$ cat src/rtl/note_sequencer_pkg.sv
// Shared types and constants for the note record/playback controller.
package note_sequencer_pkg;

    localparam int unsigned OCT_W   = 3;
    localparam int unsigned NOTE_W  = 3;
    localparam int unsigned LEN_W   = 4;
    localparam int unsigned ENTRY_W = OCT_W + NOTE_W + LEN_W;

    localparam logic [1:0] ST_IDLE   = 2'd0;
    localparam logic [1:0] ST_RECORD = 2'd1;
    localparam logic [1:0] ST_PLAY   = 2'd2;

    // Stored entry, packed as {octave, note, length}
    typedef struct packed {
        logic [OCT_W-1:0]  octave;
        logic [NOTE_W-1:0] note;
        logic [LEN_W-1:0]  length;
    } entry_t;

    typedef enum logic [2:0] {
        S_IDLE,
        S_RECORD,
        S_FETCH,
        S_NOTE,
        S_GAP
    } fsm_t;

    function automatic logic [1:0] state_code(input fsm_t s);
        case (s)
            S_IDLE:   return ST_IDLE;
            S_RECORD: return ST_RECORD;
            default:  return ST_PLAY;
        endcase
    endfunction

endpackage

$ cat src/rtl/note_buffer.sv
// Simple dual-port note store: synchronous write, synchronous 1-cycle read.
module note_buffer
    import note_sequencer_pkg::*;
#(
    parameter int unsigned DEPTH  = 32,
    parameter int unsigned ADDR_W = 5
) (
    input  logic               clk,
    input  logic               rst,
    input  logic               wr_en,
    input  logic [ADDR_W-1:0]  wr_addr,
    input  logic [ENTRY_W-1:0] wr_data,
    input  logic               rd_en,
    input  logic [ADDR_W-1:0]  rd_addr,
    output logic [ENTRY_W-1:0] rd_data
);

    logic [ENTRY_W-1:0] mem [DEPTH];

    always_ff @(posedge clk) begin
        if (wr_en) begin
            mem[wr_addr] <= wr_data;
        end
    end

    // Read register doubles as the sounding-note holding register
    always_ff @(posedge clk or posedge rst) begin
        if (rst) begin
            rd_data <= '0;
        end else if (rd_en) begin
            rd_data <= mem[rd_addr];
        end
    end

endmodule

$ cat src/rtl/note_sequencer.sv
// Record/playback controller: captures key events into a buffer and replays
// them with per-note durations and a fixed silent gap.
module note_sequencer
    import note_sequencer_pkg::*;
#(
    parameter int unsigned DEPTH          = 32,
    parameter int unsigned ADDR_W         = 5,
    parameter int unsigned TICKS_PER_UNIT = 12_500_000,
    parameter int unsigned GAP_TICKS      = 1_250_000
) (
    input  logic              clk,
    input  logic              rst,
    input  logic              rec_start,
    input  logic              play_start,
    input  logic              stop,
    input  logic              key_valid,
    input  logic [OCT_W-1:0]  octave,
    input  logic [NOTE_W-1:0] note,
    input  logic [LEN_W-1:0]  length,
    output logic [1:0]        state,
    output logic [ADDR_W:0]   count,
    output logic              full,
    output logic              play_valid,
    output logic [OCT_W-1:0]  play_octave,
    output logic [NOTE_W-1:0] play_note,
    output logic [ADDR_W-1:0] play_idx,
    output logic              done
);

    localparam int unsigned CNT_W = ADDR_W + 1;
    localparam int unsigned DUR_W = $clog2(16 * TICKS_PER_UNIT) + 1;
    localparam int unsigned GAP_W = $clog2(GAP_TICKS) + 1;
    localparam logic [CNT_W-1:0] DEPTH_C  = CNT_W'(DEPTH);
    localparam logic [GAP_W-1:0] GAP_LAST = GAP_W'(GAP_TICKS - 1);

    fsm_t               fsm_q, fsm_d;
    logic [CNT_W-1:0]   count_d, idx_q, idx_d, fetch_idx_c;
    logic [DUR_W-1:0]   dur_q, dur_d, dur_last_c;
    logic [GAP_W-1:0]   gap_q, gap_d;
    logic               done_d, fetch_c, wr_en_c, rd_en_c;
    logic [ENTRY_W-1:0] rd_data;
    entry_t             wr_entry_c, rd_entry;

    assign wr_entry_c  = '{octave: octave, note: note, length: length};
    assign rd_entry    = entry_t'(rd_data);
    assign play_octave = rd_entry.octave;
    assign play_note   = rd_entry.note;
    assign play_idx    = idx_q[ADDR_W-1:0];
    assign dur_last_c  = DUR_W'((32'(rd_entry.length) + 32'd1) * 32'(TICKS_PER_UNIT) - 32'd1);

    note_buffer #(
        .DEPTH  (DEPTH),
        .ADDR_W (ADDR_W)
    ) u_buf (
        .clk     (clk),
        .rst     (rst),
        .wr_en   (wr_en_c),
        .wr_addr (count[ADDR_W-1:0]),
        .wr_data (wr_entry_c),
        .rd_en   (rd_en_c),
        .rd_addr (fetch_idx_c[ADDR_W-1:0]),
        .rd_data (rd_data)
    );

    // Next-state logic; the last gap cycle fetches the next entry so notes
    // are separated by exactly GAP_TICKS silent cycles.
    always_comb begin
        fsm_d       = fsm_q;
        count_d     = count;
        idx_d       = idx_q;
        dur_d       = dur_q;
        gap_d       = gap_q;
        done_d      = 1'b0;
        fetch_c     = 1'b0;
        fetch_idx_c = idx_q;
        wr_en_c     = 1'b0;
        rd_en_c     = 1'b0;

        if (stop) begin
            fsm_d = S_IDLE;
            dur_d = '0;
            gap_d = '0;
        end else begin
            case (fsm_q)
                S_IDLE: begin
                    if (rec_start) begin
                        fsm_d   = S_RECORD;
                        count_d = '0;
                    end else if (play_start) begin
                        fsm_d = S_FETCH;
                        idx_d = '0;
                    end
                end
                S_RECORD: begin
                    if (rec_start) begin
                        count_d = '0;
                    end else if (key_valid && !full) begin
                        wr_en_c = 1'b1;
                        count_d = count + CNT_W'(1);
                    end
                end
                default: begin
                    if (play_start) begin
                        fsm_d = S_FETCH;
                        idx_d = '0;
                        dur_d = '0;
                        gap_d = '0;
                    end else begin
                        case (fsm_q)
                            S_FETCH: fetch_c = 1'b1;
                            S_NOTE: begin
                                if (dur_q == dur_last_c) begin
                                    dur_d = '0;
                                    gap_d = '0;
                                    fsm_d = S_GAP;
                                end else begin
                                    dur_d = dur_q + DUR_W'(1);
                                end
                            end
                            S_GAP: begin
                                if (gap_q == GAP_LAST) begin
                                    gap_d       = '0;
                                    fetch_c     = 1'b1;
                                    fetch_idx_c = idx_q + CNT_W'(1);
                                end else begin
                                    gap_d = gap_q + GAP_W'(1);
                                end
                            end
                            default: fsm_d = S_IDLE;
                        endcase
                    end
                end
            endcase
        end

        if (fetch_c) begin
            idx_d = fetch_idx_c;
            if (fetch_idx_c == count) begin
                done_d = 1'b1;
                fsm_d  = S_IDLE;
            end else begin
                rd_en_c = 1'b1;
                dur_d   = '0;
                fsm_d   = S_NOTE;
            end
        end
    end

    always_ff @(posedge clk or posedge rst) begin
        if (rst) begin
            fsm_q      <= S_IDLE;
            count      <= '0;
            full       <= 1'b0;
            idx_q      <= '0;
            dur_q      <= '0;
            gap_q      <= '0;
            done       <= 1'b0;
            play_valid <= 1'b0;
            state      <= ST_IDLE;
        end else begin
            fsm_q      <= fsm_d;
            count      <= count_d;
            full       <= (count_d == DEPTH_C);
            idx_q      <= idx_d;
            dur_q      <= dur_d;
            gap_q      <= gap_d;
            done       <= done_d;
            play_valid <= (fsm_d == S_NOTE);
            state      <= state_code(fsm_d);
        end
    end

endmodule

$ cat config.mk
export PLATFORM = sky130hd
export DESIGN_NAME = note_sequencer
export DESIGN_NICKNAME = d
export VERILOG_FILES = /design/src/rtl/note_sequencer_pkg.sv /design/src/rtl/note_buffer.sv /design/src/rtl/note_sequencer.sv
export SDC_FILE = /design/constraint.sdc
export NUM_CORES = 1
export LEC_CHECK = 0
export BUFFER_PORTS_ARGS = -buffer_cell sky130_fd_sc_hd__buf_2
export CAP_MARGIN = 15
export CORE_AREA = 10 10 200 202
export CTS_BUF_LIST = sky130_fd_sc_hd__clkbuf_16
export CTS_CLUSTER_SIZE = 40
export DETAILED_ROUTE_END_ITERATION = 6
export DIE_AREA = 0 0 210 212
export PLACE_DENSITY_LB_ADDON = 0.25
export SYNTH_ARGS = -nofsm -noshare
export SYNTH_HDL_FRONTEND = slang
export SYNTH_SLANG_ARGS = --single-unit
$ cat constraint.sdc
create_clock -name clk -period 6.58 [get_ports clk]
set_input_delay 1.316 -clock clk [delete_from_list [all_inputs] [get_ports clk]]
set_output_delay 1.316 -clock clk [all_outputs]
set_load 0.01 [all_outputs]
==> flow_summary.ini <==
[job]
drv_cap = 0

[final_layout]
fin_util_pct = 60.1
drive_above_1_share_pct = 16.6
nets = 1558
fin_cells = 1976
final.fill_count = 2764
postLayoutCellArea_um2 = 21700
syn_to_final_growth_pct = 10.6
n_antenna_cell = 0

[synthesis]
synth.distinct_cells = 72
syn_area_per_cell_um2 = 13.5
synthCells = 1449
syn_area_um2 = 19600
async_flop_share_pct = 20.2
ys_warn_count = 0
synthDominantCellAreaShare_pct = 49.0
synth.area.top_cells = edfxtp_1, dfrtp_1, mux4_2
synth_edf_count = 320
synth_seq_area_share_pct = 59.3
syn-num-nets = 1528
synthFlopType = edfxtp_1
yosys_register_bits = 401
synth_top_area_cell = edfxtp_1

[cts]
cts_tree = yes
h-tree-depth = 2
root_buffer = clkbuf_16
clk_pin_slew_worst_paths_ps = 60
clock_sinks = 401
insertion_delay_ps = 550
cts_made_buffers = 41
clockBufferDepth = 3

[timing]
rsz0062_at_grt = no
tightestPinTransition_ps = 1040
timing_hold_violations_final = 0
setup_viol = 0
fin_skew_ps = 14.5
whs_ps = 486
relSlewSlack_pct = 30.1
layout_worst_path_cycle_share_pct = 95.8
fmax_mhz = 159
report.final.slew_viol_count = 0
period_needed_ps = 6300

[routing]
drc = 0
num_vias = 12300
wl_per_cell_um = 22.5
wl_um = 44400
ant_nets = 0
via_per_inst = 6.25
drt_iter0_drc = 1113
drtPass1Iterations = 5

[grt]
grt_pass1_vias = 12400
track_usage_pct = 19.9
grt_max_degree = 82
gr-total-overflow = 0
antenna_found_initial = 0
grt_pass1_wl_um = 70600

[floorplan]
row_count = 70
dieArea_um2 = 44500
die_w_um = 210
fp.dieH_um = 212
io_pins = 38
core_um2 = 36100
floorplan.initialDensity_pct = 54.4

[run_status]
status = finished, final reports clean

[place]
placed_cells = 1894
placed_cell_area_um2 = 20300
port_buffers = 37
dpl.hpwl_um = 28700
place_congestion = 0.875

[pwr]
p_total_w = 0.0107
swShare_pct = 40.7
share_comb_of_total_power_pct = 53.1
net-switching-power_w = 0.00436
intPower_w = 0.00635
p_seq_share_pct = 26.4
p_clk_share_pct = 20.5
ir_drop_uv = 1300
p_per_area_nw_per_um2 = 493
leakage_nw = 8.12

[critical_path]
arrival_ps = 6730
start_kind = register
cp.required_ps = 7010
crit_type = reg2reg
crit_path_end_kind = register
worstPathMaxFanout = 15

[min_path]
min-delay-path-class = reg2reg
==> critical path, cell delays in order (launching register included) <==
cell	delay [ps]
dfrtp_2	460
ha_1	250
xor2_2	240
inv_1	140
fa_1	410
inv_1	180
fa_1	460
ha_1	350
ha_2	360
a21o_1	250
a221oi_4	370
xnor2_2	150
or3_1	410
or4_4	510
a2111oi_2	350
and4_1	250
and3_1	210
o211a_4	230
buf_4	240
nor3_1	90
a211o_1	300
==> placed cells by master, fill, tap and decap left out, types with 17 or more instances in the layout <==
cell type    n
and3_1      22
and2_1      26
nand4_1     23
nor2_1      84
a211oi_1    31
xor2_1      18
clkbuf_16   42
edfxtp_1   320
nand2_1    125
fa_1        17
xnor2_1     34
nor3_1      29
o21ai_0     45
nand3_1     58
buf_2       37
mux4_2      80
ha_1        45
nor4_1      24
a211o_1     26
a21oi_1     35
inv_1       57
buf_4       39
dfrtp_1     79
==> synthesized netlist by cell type, types with 22 or more instances <==
cell type    n
nand4_1     23
dfrtp_1     81
and3_1      22
mux4_2      80
a21oi_1     36
edfxtp_1   320
ha_1        46
nand3_1     59
a211o_1     26
nor4_1      24
clkbuf_1    64
nand2_1    125
inv_1       47
o21ai_0     45
nor2_1      84
xnor2_1     41
nor3_1      29
a211oi_1    31
and2_1      26
==> registers in the layout, summed over array words and instances (netlist names) <==
signal and cells:
play_valid 1, u_buf.rd_data 10, count 6, u_buf.mem 320
idx_q 6, full 1, dur_q 29, fsm_q 3
done 1, gap_q 22, state 2
==> routing by layer <==
layer  routed length [um]  global-route usage, %  vias up
li1                     -                      -     5642
met1                19400                   27.3     6261
met2                21900                   32.9      387
met3                 2460                   2.98       51
met4                  675                   4.94        0
met5                    0                      0        -
==> power by group through the flow <==
stage               registers (W)  logic (W)  clock network, W
floorplan                 0.00286    0.00407                 0
detailed placement        0.00288    0.00536                 0
global route              0.00284    0.00630           0.00232
CTS                       0.00283    0.00541           0.00222
global placement          0.00288    0.00526                 0
finish                    0.00283    0.00568           0.00219
==> cell type report <==
| cell class | count | area, um2 | area share [%] |
|---|---|---|---|
| Clock buffer | 42 | 1050 | 4.84 |
| Multi-Input combinational cell | 910 | 7540 | 34.7 |
| Clock inverter | 30 | 210 | 0.969 |
| Inverter | 48 | 181 | 0.836 |
| Tap cell | 468 | 586 | 2.70 |
| Sequential cell | 401 | 11600 | 53.6 |
| Timing Repair Buffer | 77 | 498 | 2.29 |
==> cells by family (layout without fill, tap and decap cells) <==
family | count (synthesis) | after routing | synth area share, %
AOI/OAI and AO/OA | 232 | 233 | 8.52
adders and majority gates | 63 | 63 | 4.67
xor gates and xnor gates | 63 | 63 | 2.95
buffers and inverters | 139 | 197 | 3.03
DFF | 401 | 401 | 59.3
muxes | 85 | 85 | 9.45
and+or+nand+nor | 466 | 466 | 12.1
==> final timing paths <==
kind	startpoint	end	slack (ps)	cells after the start
setup / recovery	u_buf.rd_data[1]	dur_q[26]	280	20
hold reg to reg	u_buf.rd_data[7]	u_buf.rd_data[7]	490	2
min in group asynchronous	rst	dur_q[27]	1100	3
setup reg to reg	u_buf.rd_data[1]	dur_q[26]	280	20
max in group asynchronous	rst	u_buf.rd_data[1]	4750	3
hold / removal	u_buf.rd_data[7]	u_buf.rd_data[7]	490	2
==> through the flow <==
step | TNS [ps] | setup slack (ps)
final | 0 | 279
after floorplan | 0 | 93.7
after global routing | 0 | 15.2
after CTS | 0 | 44.6
after global placement | 0 | 15.3
after detailed placement | -2970 | -198
==> what timing repair did <==
| item | 4_1_cts | 5_1_grt |
|---|---|---|
| setup buffers | 0 | 9 |
| gates cloned | 1 | 0 |
| resized for setup | 2 | 9 |
| endpoints found under the setup margin | 22 | 42 |
| hold buffers | 0 | 0 |
| pin swaps | 1 | 4 |
Note: power is estimated with default switching activity, not from simulation.
